--- config.mk ---
export PLATFORM = sky130hd
export DESIGN_NAME = fetch_stage
export DESIGN_NICKNAME = d
export VERILOG_FILES = /design/src/rtl/fetch_stage_pkg.sv /design/src/rtl/fetch_skid_buffer.sv /design/src/rtl/fetch_stage.sv
export SDC_FILE = /design/constraint.sdc
export NUM_CORES = 1
export LEC_CHECK = 0
export BUFFER_PORTS_ARGS = -buffer_cell sky130_fd_sc_hd__buf_2
export CAP_MARGIN = 0
export CELL_PAD_IN_SITES_DETAIL_PLACEMENT = 0
export CELL_PAD_IN_SITES_GLOBAL_PLACEMENT = 1
export CORE_AREA = 4 4 131 227
export DETAILED_ROUTE_END_ITERATION = 8
export DIE_AREA = 0 0 135 231
export PLACE_DENSITY_LB_ADDON = 0.15
export SETUP_SLACK_MARGIN = 0.15
export SYNTH_ARGS = -nofsm -noshare
export SYNTH_HDL_FRONTEND = slang
export SYNTH_HIERARCHICAL = 1
export SYNTH_SLANG_ARGS = --single-unit
--- constraint.sdc ---
create_clock -name clk -period 2.55 [get_ports clk]
set_input_delay 0.765 -clock clk [delete_from_list [all_inputs] [get_ports clk]]
set_output_delay 0.765 -clock clk [all_outputs]
set_load 0.05 [all_outputs]
--- src/rtl/fetch_stage_pkg.sv ---
// -----------------------------------------------------------------------------
// fetch_stage_pkg
// Shared definitions for the instruction fetch stage: FSM state encoding,
// the bubble instruction, the PC increment, the default reset PC and a
// helper that forces a fetch address onto a word boundary.
// -----------------------------------------------------------------------------
package fetch_stage_pkg;

    typedef enum logic [1:0] {
        FETCH   = 2'd0,
        HOLD    = 2'd1,
        DISCARD = 2'd2
    } fetch_state_e;

    localparam logic [31:0] NOP_INSTR        = 32'h0000_0000;
    localparam logic [31:0] PC_INCR          = 32'd4;
    localparam logic [31:0] DEFAULT_RESET_PC = 32'h0000_0000;

    // Clear the two low address bits so every PC is word aligned.
    function automatic logic [31:0] align_pc(input logic [31:0] addr);
        return addr & 32'hFFFF_FFFC;
    endfunction

endpackage

--- src/rtl/fetch_skid_buffer.sv ---
// -----------------------------------------------------------------------------
// fetch_skid_buffer
// One-entry holding register for an instruction that returned from memory
// while decode was stalled.
// Ports:
//   clk, reset_n      clock / asynchronous active-low reset
//   load_i            capture instr_i/pc4_i and mark the entry valid
//   clear_i           drop the entry (has priority over load_i)
//   instr_i, pc4_i    instruction and its PC+4 to capture
//   instr_o, pc4_o    buffered instruction and PC+4
//   valid_o           entry holds a real instruction
// -----------------------------------------------------------------------------
module fetch_skid_buffer
    import fetch_stage_pkg::*;
(
    input  logic        clk,
    input  logic        reset_n,
    input  logic        load_i,
    input  logic        clear_i,
    input  logic [31:0] instr_i,
    input  logic [31:0] pc4_i,
    output logic [31:0] instr_o,
    output logic [31:0] pc4_o,
    output logic        valid_o
);

    logic [31:0] instr_q;
    logic [31:0] pc4_q;
    logic        valid_q;

    // Buffer entry: clear wins over load, otherwise hold.
    always_ff @(posedge clk or negedge reset_n) begin
        if (!reset_n) begin
            instr_q <= NOP_INSTR;
            pc4_q   <= 32'h0000_0000;
            valid_q <= 1'b0;
        end else if (clear_i) begin
            instr_q <= NOP_INSTR;
            pc4_q   <= 32'h0000_0000;
            valid_q <= 1'b0;
        end else if (load_i) begin
            instr_q <= instr_i;
            pc4_q   <= pc4_i;
            valid_q <= 1'b1;
        end else begin
            instr_q <= instr_q;
            pc4_q   <= pc4_q;
            valid_q <= valid_q;
        end
    end

    assign instr_o = instr_q;
    assign pc4_o   = pc4_q;
    assign valid_o = valid_q;

endmodule

--- src/rtl/fetch_stage.sv ---
// -----------------------------------------------------------------------------
// fetch_stage
// Instruction fetch stage with IF/ID pipeline register. Requests one word per
// cycle, buffers a returning instruction when decode stalls, and handles
// redirects (taken branch / jump) including one already in flight.
// Ports:
//   clk, reset_n                 clock / asynchronous active-low reset
//   imem_req, imem_addr          fetch request and word-aligned address
//   imem_ready, imem_rdata       response strobe and returned instruction
//   stall                        freeze PC and IF/ID
//   redirect, redirect_target    change of flow from decode
//   if_id_instr/pc4/valid        registered IF/ID outputs (valid=0 is bubble)
// -----------------------------------------------------------------------------
module fetch_stage
    import fetch_stage_pkg::*;
#(
    parameter logic [31:0] RESET_PC = DEFAULT_RESET_PC
) (
    input  logic        clk,
    input  logic        reset_n,
    output logic        imem_req,
    output logic [31:0] imem_addr,
    input  logic        imem_ready,
    input  logic [31:0] imem_rdata,
    input  logic        stall,
    input  logic        redirect,
    input  logic [31:0] redirect_target,
    output logic [31:0] if_id_instr,
    output logic [31:0] if_id_pc4,
    output logic        if_id_valid
);

    fetch_state_e state_q;
    logic [31:0]  pc_q;
    logic [31:0]  old_addr_q;   // address still outstanding while discarding
    logic [31:0]  instr_q;
    logic [31:0]  pc4_q;
    logic         valid_q;

    logic [31:0]  pc_plus4_s;
    logic [31:0]  target_s;
    logic         skid_load_s;
    logic         skid_clear_s;
    logic [31:0]  skid_instr_s;
    logic [31:0]  skid_pc4_s;
    logic         skid_valid_s;

    assign pc_plus4_s = pc_q + PC_INCR;   // wraps modulo 2^32
    assign target_s   = align_pc(redirect_target);

    // Skid buffer control: capture on a stalled response, empty on leaving HOLD.
    always_comb begin
        skid_load_s  = 1'b0;
        skid_clear_s = 1'b0;
        case (state_q)
            FETCH:   skid_load_s  = imem_ready & stall;
            HOLD:    skid_clear_s = ~stall;
            DISCARD: skid_clear_s = 1'b0;
            default: skid_clear_s = 1'b1;
        endcase
    end

    fetch_skid_buffer u_skid (
        .clk     (clk),
        .reset_n (reset_n),
        .load_i  (skid_load_s),
        .clear_i (skid_clear_s),
        .instr_i (imem_rdata),
        .pc4_i   (pc_plus4_s),
        .instr_o (skid_instr_s),
        .pc4_o   (skid_pc4_s),
        .valid_o (skid_valid_s)
    );

    // Fetch FSM with PC and IF/ID register updates; redirect only counts when not stalled.
    always_ff @(posedge clk or negedge reset_n) begin
        if (!reset_n) begin
            state_q    <= FETCH;
            pc_q       <= align_pc(RESET_PC);
            old_addr_q <= align_pc(RESET_PC);
            instr_q    <= NOP_INSTR;
            pc4_q      <= 32'h0000_0000;
            valid_q    <= 1'b0;
        end else begin
            case (state_q)
                FETCH: begin
                    if (stall) begin
                        if (imem_ready) begin
                            pc_q    <= pc_plus4_s;
                            state_q <= HOLD;
                        end else begin
                            pc_q    <= pc_q;
                        end
                    end else if (redirect) begin
                        instr_q <= NOP_INSTR;
                        pc4_q   <= 32'h0000_0000;
                        valid_q <= 1'b0;
                        pc_q    <= target_s;
                        if (!imem_ready) begin
                            // Request stays on the bus at the old address until answered.
                            old_addr_q <= pc_q;
                            state_q    <= DISCARD;
                        end else begin
                            state_q    <= FETCH;
                        end
                    end else if (imem_ready) begin
                        instr_q <= imem_rdata;
                        pc4_q   <= pc_plus4_s;
                        valid_q <= 1'b1;
                        pc_q    <= pc_plus4_s;
                    end else begin
                        instr_q <= NOP_INSTR;
                        pc4_q   <= 32'h0000_0000;
                        valid_q <= 1'b0;
                    end
                end
                HOLD: begin
                    if (!stall) begin
                        if (redirect) begin
                            instr_q <= NOP_INSTR;
                            pc4_q   <= 32'h0000_0000;
                            valid_q <= 1'b0;
                            pc_q    <= target_s;
                        end else begin
                            instr_q <= skid_instr_s;
                            pc4_q   <= skid_pc4_s;
                            valid_q <= skid_valid_s;
                        end
                        state_q <= FETCH;
                    end else begin
                        state_q <= HOLD;
                    end
                end
                DISCARD: begin
                    instr_q <= NOP_INSTR;
                    pc4_q   <= 32'h0000_0000;
                    valid_q <= 1'b0;
                    if (redirect && !stall) begin
                        pc_q <= target_s;
                    end else begin
                        pc_q <= pc_q;
                    end
                    if (imem_ready) begin
                        state_q <= FETCH;
                    end else begin
                        state_q <= DISCARD;
                    end
                end
                default: begin
                    state_q <= FETCH;
                    instr_q <= NOP_INSTR;
                    pc4_q   <= 32'h0000_0000;
                    valid_q <= 1'b0;
                end
            endcase
        end
    end

    // Request is dropped while reset is asserted and while holding a buffered word.
    assign imem_req    = reset_n & (state_q != HOLD);
    assign imem_addr   = (state_q == DISCARD) ? old_addr_q : pc_q;
    assign if_id_instr = instr_q;
    assign if_id_pc4   = pc4_q;
    assign if_id_valid = valid_q;

endmodule

==> tab_implementation.tex, run 1 <==
\begin{tabular}{lr}
\hline
Metric & Value \\
\hline
\multicolumn{2}{l}{\textbf{Drt}} \\
Vias post-DR & 7831 \\
DRC violation total after the first TritonRoute iteration & $\sim$350 \\
Routed wire length per instance & roughly 20 um \\
Remaining DRCs & 0 \\
Via density & 5.15 \\
Wire length after detailed routing & between 30000 and 40000 um \\
Antenna-violating nets left & 0 \\
Number of search-and-repair iterations in the first detailed-routing pass & 5 \\
\multicolumn{2}{l}{\textbf{STA}} \\
Headroom to the max-slew limit & between 50\% and 60\% \\
Post-route fraction of the period consumed by the critical path & 104\% \\
Final period demand of the worst path & 2.64 ns \\
Transition at the pin with the smallest max-transition slack & approximately 0.66 ns \\
Final number of max-transition violations & 0 \\
Layout Skew & between 0.006 and 0.007 ns \\
Setup slack after layout & -0.0942 ns \\
Final Hold Fails & 0 \\
Timing-limited maximum frequency & 378 MHz \\
Setup repair after global routing missed its margin & yes \\
Endpoints failing setup & 28 \\
\multicolumn{2}{l}{\textbf{Hold path}} \\
Type of the worst min-delay path & input port to async pin \\
\multicolumn{2}{l}{\textbf{Clocking}} \\
Library cell used as clock root buffer & sky130\_fd\_sc\_hd\_\_clkbuf\_16 \\
Num Clock Sinks & between 150 and 200 \\
Max H-tree Level & 4 \\
Buffer depth of the longest clock path & 2 \\
Clock tree from TritonCTS & built \\
CTS Buf Count & 17 \\
Clock Latency Late Sink & 0.44 ns \\
Clock transition at the register clock pins on the worst setup and hold paths after CTS & 0.07 ns \\
Number of hold-repair buffers added at the cts stage & 0 \\
\multicolumn{2}{l}{\textbf{Job}} \\
Count of maximum capacitance violations & 0 \\
\multicolumn{2}{l}{\textbf{Critical path}} \\
Number of cell instances on the worst register-to-register path & 7 \\
Kind of start point of the critical path & flop \\
Critical Path Sink Type & output pin \\
CP Data Arrival Time & between 1.5 and 2 ns \\
Slack of the worst reg-to-reg path & roughly 0.26 ns \\
Crit path required time & $\sim$1.8 ns \\
FF-to-FF Start & pc\_q[12] \\
Capture point of the worst reg-to-reg path & u\_skid/pc4\_o[25] \\
Maximum fanout encountered on the critical timing path & 6 \\
Critical path class & flop to output pin \\
\multicolumn{2}{l}{\textbf{Die}} \\
Boundary pin count & between 150 and 200 \\
Total core area & between 20000 and 30000 um2 \\
Site row count & between 80 and 90 \\
Die Area & approximately 31000 um2 \\
Effective utilization at floorplan & about a third \\
Die span in y & approximately 230 um \\
Die extent in x & between 100 and 150 um \\
\multicolumn{2}{l}{\textbf{Global routing}} \\
First-pass GRT wire length & 46200 um \\
Gr ovfl total & 0 \\
Total GRT Usage & a little under 20\% \\
Maximum number of pins on one net before global-route repair & between 90 and 100 \\
Vias in the first global route & slightly below 8000 \\
Number of antenna violations at the first check in global routing & 0 \\
\multicolumn{2}{l}{\textbf{Placement}} \\
Final estimated routing congestion in global placement & around 0.86 \\
Setup Slack @ Placement & between 0.06 and 0.07 ns \\
Port-buffer cells & about 160 \\
HPWL after detailed placement & about 21000 um \\
\multicolumn{2}{l}{\textbf{Power}} \\
VDD IR max & roughly 0.66 mV \\
Lkg Pwr & 5.62 nW \\
Cell Pwr Density & roughly 1300 nW/um2 \\
\multicolumn{2}{l}{\textbf{Synth}} \\
Number of synthesis warnings & 6 \\
Post-synthesis async set-or-reset flop share & between 90\% and 100\% \\
Proportion of synthesized chip area in sequential cells & 50.0\% \\
Netlist area before placement & a little under 10000 um2 \\
Most common cell in the synthesized netlist & sky130\_fd\_sc\_hd\_\_dfrtp\_1 \\
Main flop type after synthesis & sky130\_fd\_sc\_hd\_\_dfrtp\_1 \\
Largest cells by area after synthesis & sky130\_fd\_sc\_hd\_\_dfrtp\_1, sky130\_fd\_sc\_hd\_\_mux2\_2, sky130\_fd\_sc\_hd\_\_mux2i\_1 \\
Leading area contributor after synthesis & sky130\_fd\_sc\_hd\_\_dfrtp\_1 \\
Fraction of synthesized cell area taken by the top area cell type & between 50\% and 60\% \\
Number of synthesized flops with an enable pin & 0 \\
Seq cells post-synth & about 190 \\
Count of unique library cells instantiated by Yosys & 64 \\
Most frequent cells after synthesis & sky130\_fd\_sc\_hd\_\_dfrtp\_1, sky130\_fd\_sc\_hd\_\_nor2\_1, sky130\_fd\_sc\_hd\_\_nand2\_1 \\
Cell count after synthesis & approximately 950 \\
Average instance area after synthesis & around 10 um2 \\
\multicolumn{2}{l}{\textbf{Final layout}} \\
Final-stage net count & between 1000 and 1500 \\
Fraction of layout instances using a drive strength above 1 & 31.4\% \\
Post-Route Utilization & between 40 and 50\% \\
Synthesis-to-finish area growth & 28.7\% \\
Number of antenna repair diodes & 0 \\
\multicolumn{2}{l}{\textbf{Status}} \\
Outcome & complete, but fails checks \\
Violated checks & setup timing \\
\hline
\end{tabular}
per-stage QoR:
| step | setup TNS [ns] | hold slack, ns | cell area, um2 | total power (W) | instances |
|---|---|---|---|---|---|
| 6_report | -2.11 | 0.382 | 12400 | 0.0162 | 1522 |
| 5_1_grt | -3.64 | 0.404 | 12400 | 0.0172 | 1522 |
| 4_1_cts | -1.70 | 0.418 | 12100 | 0.0160 | 1518 |
| 3_5_place_dp | 0 | 0.465 | 11300 | 0.0128 | 1485 |
| 3_3_place_gp | 0 | 0.456 | 11300 | 0.0127 | 1485 |
| 2_1_floorplan | 0 | 0.460 | 9620 | 0.0101 | 955 |
layout by cell type (no fill, tap or decap), types with 19 or more instances in the layout:
cell type,Yosys,routed
sky130_fd_sc_hd__a21oi_1,25,24
sky130_fd_sc_hd__a22oi_1,59,59
sky130_fd_sc_hd__buf_2,9,130
sky130_fd_sc_hd__buf_4,3,65
sky130_fd_sc_hd__buf_8,5,20
sky130_fd_sc_hd__clkbuf_16,0,19
sky130_fd_sc_hd__dfrtp_1,192,191
sky130_fd_sc_hd__inv_1,28,27
sky130_fd_sc_hd__mux2_2,59,39
sky130_fd_sc_hd__mux2_4,0,20
sky130_fd_sc_hd__mux2i_1,66,66
sky130_fd_sc_hd__nand2_1,86,86
sky130_fd_sc_hd__nand3_1,21,21
sky130_fd_sc_hd__nor2_1,102,98
sky130_fd_sc_hd__o21ai_0,71,68
final cells by class:
type	instances	area, um2
Timing Repair Buffer	245	1930
Tap cell	373	467
Fill cell	2758	15500
Clock inverter	6	58.8
Multi-Input combinational cell	655	4500
Sequential cell	192	4810
Clock buffer	23	488
Inverter	28	105
where the power goes:
part           total [W]  internal [W]  switching [W]  leakage (nW)
sequential       0.00478       0.00410       0.000680          2.52
combinational    0.00888       0.00345        0.00543          2.83
clock            0.00258       0.00143        0.00115         0.275
flip-flops by register name, summed over array words and instances, names as in the netlist:
signal,count
old_addr_q,30
if_id_instr,32
if_id_pc4,32
if_id_valid,1
u_skid/pc4_o,32
state_q,2
pc_q,30
u_skid/valid_o,1
u_skid/instr_o,32
logic make-up after synthesis:
logic type               synth area share [%]
other                                  0.0391
AND/OR/NAND/NOR                          13.6
XOR/XNOR                                 2.55
multiplexers                             13.8
flip-flops                               50.0
buffers and inverters                    5.13
adder cells (fa/ha/maj)                 0.782
AO/OA/AOI/OAI                            14.0
metal layers:
metal / share of wire, % / vias to the layer above / global-route usage [%]
met4: 3.4 / 0 / 7.06
met5: 0 / - / 0
li1: - / 3733 / -
met3: 3.8 / 50 / 3.75
met2: 53 / 205 / 34.5
met1: 40 / 3843 / 22.6
timing repair:
action / 4_1_cts / 5_1_grt
gates cloned: 0 / 3
endpoints found under the setup margin: 31 / 40
resized for setup: 75 / 46
pin swaps: 0 / 1
buffers inserted: 4 / 1
worst max-delay path: stages (launching register included):
cell	delay (ns)
sky130_fd_sc_hd__dfrtp_1	0.40
sky130_fd_sc_hd__inv_2	0.09
sky130_fd_sc_hd__ha_4	0.26
sky130_fd_sc_hd__clkbuf_16	0.21
sky130_fd_sc_hd__mux2_4	0.32
sky130_fd_sc_hd__buf_8	0.15
how the worst max path moves through the flow:
stage	start	end	slack, ns	depth (start not counted)
CTS	state_q[0]	imem_addr[20]	-0.11	5
detailed placement	redirect	pc_q[26]	0.06	7
global placement	redirect	pc_q[26]	0.08	7
finish	state_q[0]	imem_addr[28]	-0.09	5
floorplan	state_q[0]	imem_addr[10]	0.05	5
global route	state_q[0]	imem_addr[29]	-0.14	5
Note: power is estimated with default switching activity, not from simulation.
==> inputs of run 2 (changes only) <==
PLACE_DENSITY = 0.72   (was unset)
PLACE_DENSITY_LB_ADDON = unset   (was 0.15)
==> tab_implementation.tex, run 2 (synthesis gave the netlist of run 1 again) <==
\begin{tabular}{lr}
\hline
Metric & Value \\
\hline
\multicolumn{2}{l}{\textbf{Power}} \\
Part of the power in the clock network & 18.6\% (+2.7 points) \\
Switching Power & 0.00723 W (-0.47\%) \\
Internal power & 0.00909 W (+1.2\%) \\
Combinational group share of total power & 52.0\% (-2.7 points) \\
Share of power burned in registers & 29.3\% (about the same) \\
Proportion of total power due to net switching & 44.3\% (-0.42 points) \\
Final total power & 0.0163 W (+0.48\%) \\
VDD IR max & 0.614 mV (-6.9\%) \\
Cell Pwr Density & 1330 nW/um2 (+0.90\%) \\
Lkg Pwr & 5.58 nW (-0.83\%) \\
\multicolumn{2}{l}{\textbf{Die}} \\
Die span in y & 231 um (unchanged) \\
Site row count & 81 (unchanged) \\
Total core area & 27900 um2 (unchanged) \\
Die Area & 31200 um2 (unchanged) \\
Effective utilization at floorplan & 34.5\% (unchanged) \\
Boundary pin count & 167 (unchanged) \\
Die extent in x & 135 um (unchanged) \\
\multicolumn{2}{l}{\textbf{Final layout}} \\
Fillcell total & 2688 (-2.5\%) \\
Synthesis-to-finish area growth & 28.1\% \\
Final-stage net count & 1215 (+0.082\%) \\
Most used cells in the layout excluding fill and tap cells & sky130\_fd\_sc\_hd\_\_dfrtp\_1, sky130\_fd\_sc\_hd\_\_buf\_2, sky130\_fd\_sc\_hd\_\_nor2\_1 \\
Number of antenna repair diodes & 0 (unchanged) \\
Commonest non-fill, non-tap cell in the layout & sky130\_fd\_sc\_hd\_\_dfrtp\_1 \\
Number of cells in the finished layout apart from fillers & 1526 (+0.26\%) \\
Post-Route Utilization & 44.2\% (-0.18 points) \\
Fraction of layout instances using a drive strength above 1 & 31.8\% (+0.41 points) \\
\multicolumn{2}{l}{\textbf{Critical path}} \\
Maximum fanout encountered on the critical timing path & 12 (+6) \\
Slowest stage delay, CP & 0.40 ns (about the same) \\
Number of cell instances on the worst register-to-register path & 9 (+2) \\
Sequence of cells on the critical path & inv\_2 > ha\_4 > buf\_12 > mux2\_2 > buf\_6 \\
CP Data Arrival Time & 1.85 ns (-0.03 ns) \\
CP max-delay cell & sky130\_fd\_sc\_hd\_\_dfrtp\_1 \\
Critical Path Sink Type & output pin \\
Critical path class & flop to output pin \\
Crit path required time & 1.79 ns (about the same) \\
Kind of start point of the critical path & flop \\
\multicolumn{2}{l}{\textbf{STA}} \\
Final period demand of the worst path & 2.62 ns (-0.0269 ns) \\
Endpoints failing setup & 28 (unchanged) \\
Transition at the pin with the smallest max-transition slack & 0.726 ns (+0.0624 ns) \\
Final number of max-transition violations & 0 (unchanged) \\
Layout Skew & 0.0112 ns (+0.00438 ns) \\
Setup repair after global routing missed its margin & yes \\
Setup slack after layout & -0.0673 ns (+0.0269 ns) \\
Final Hold Fails & 0 (unchanged) \\
Headroom to the max-slew limit & 51.6\% (-4.2 points) \\
Timing-limited maximum frequency & 382 MHz (+1.0\%) \\
Post-route fraction of the period consumed by the critical path & 103\% (-1.1 points) \\
\multicolumn{2}{l}{\textbf{Clocking}} \\
Num Clock Sinks & 192 (unchanged) \\
Clock transition at the register clock pins on the worst setup and hold paths after CTS & 0.07 ns (about the same) \\
Max H-tree Level & 4 (unchanged) \\
Buffer depth of the longest clock path & 2 (unchanged) \\
Library cell used as clock root buffer & sky130\_fd\_sc\_hd\_\_clkbuf\_16 \\
Clock tree from TritonCTS & built \\
Clock Latency Late Sink & 0.45 ns (about the same) \\
Number of hold-repair buffers added at the cts stage & 0 (unchanged) \\
CTS Buf Count & 17 (unchanged) \\
\multicolumn{2}{l}{\textbf{Drt}} \\
Wire length after detailed routing & 29300 um (-2.7\%) \\
Antenna-violating nets left & 0 (unchanged) \\
Number of search-and-repair iterations in the first detailed-routing pass & 6 (+1) \\
Via density & 5.17 (+0.44\%) \\
Remaining DRCs & 0 (unchanged) \\
Routed wire length per instance & 19.2 um (-2.9\%) \\
Vias post-DR & 7886 (+0.70\%) \\
DRC violation total after the first TritonRoute iteration & 387 (+12\%) \\
\multicolumn{2}{l}{\textbf{Job}} \\
Count of maximum capacitance violations & 0 (unchanged) \\
\multicolumn{2}{l}{\textbf{Global routing}} \\
Vias in the first global route & 8125 (+2.1\%) \\
Gr ovfl total & 0 (unchanged) \\
Total GRT Usage & 19.1\% (-0.17 points) \\
Maximum number of pins on one net before global-route repair & 117 (+18\%) \\
Number of antenna violations at the first check in global routing & 0 (unchanged) \\
First-pass GRT wire length & 45900 um (-0.67\%) \\
\multicolumn{2}{l}{\textbf{Status}} \\
Outcome & complete, but fails checks \\
Violated checks & setup timing \\
\multicolumn{2}{l}{\textbf{Placement}} \\
Port-buffer cells & 162 (unchanged) \\
\# placed instances & 1485 (unchanged) \\
Final estimated routing congestion in global placement & 0.860 (+0.55\%) \\
HPWL after detailed placement & 20500 um (-1.9\%) \\
\multicolumn{2}{l}{\textbf{Hold path}} \\
Type of the worst min-delay path & input port to async pin \\
\hline
\end{tabular}
run 2: worst paths after layout:
check / start / slack [ns] / end
setup / recovery: state_q[0] / -0.07 / imem_addr[23]
hold / removal: reset_n / 0.39 / pc_q[4]
setup reg to reg: state_q[0] / 0.25 / pc_q[18]
hold reg to reg: if_id_pc4[4] / 0.47 / if_id_pc4[4]
max in group asynchronous: reset_n / 1.23 / if_id_instr[5]
min in group clk: if_id_pc4[4] / 0.47 / if_id_pc4[4]
run 2: layer usage:
layer  global-route usage [%]  vias up  wire (um)
met1                     21.7     3890      11400
met3                     2.75       54       1040
met5                        0        -          0
li1                         -     3741          -
met2                     34.0      201      15600
met4                     10.3        0       1360
run 2: repair_timing:
item / CTS / global route
buffers inserted: 6 / 2
endpoints found under the setup margin: 31 / 38
pin swaps: 1 / 1
gates cloned: 1 / 0
gates resized for setup: 78 / 17
run 2: metrics by stage:
step	hold slack, ns	instance area [um2]	setup slack [ns]	TNS [ns]
2_1_floorplan	0.460	9620	0.0502	0
3_3_place_gp	0.455	11200	0.0969	0
3_5_place_dp	0.466	11200	0.0463	0
4_1_cts	0.429	12200	-0.0883	-1.80
5_1_grt	0.443	12300	-0.118	-2.78
6_report	0.387	12300	-0.0673	-1.26
run 2: cell type report:
type / instances / area, um2 / area share [%]
Multi-Input combinational cell: 655 / 4460 / 36.2
Inverter: 28 / 105 / 0.854
Clock buffer: 20 / 467 / 3.79
Clock inverter: 12 / 204 / 1.66
Sequential cell: 192 / 4810 / 39.1
Timing Repair Buffer: 246 / 1800 / 14.6
Tap cell: 373 / 467 / 3.79
run 2: power by group through the flow:
stage	combinational [W]	clock [W]	sequential, W
3_5_place_dp	0.00778	0	0.00482
2_1_floorplan	0.00479	0	0.00527
6_report	0.00849	0.00304	0.00479
4_1_cts	0.00843	0.00314	0.00477
3_3_place_gp	0.00770	0	0.00477
5_1_grt	0.00912	0.00323	0.00492
run 2: worst max-delay path: cells and delay by family (launching register included):
| family | cells | cell delay [ns] |
|---|---|---|
| adder cells (fa/ha/maj) | 1 | 0.22 |
| buffers and inverters | 3 | 0.42 |
| flip-flops | 1 | 0.40 |
| multiplexers | 1 | 0.36 |
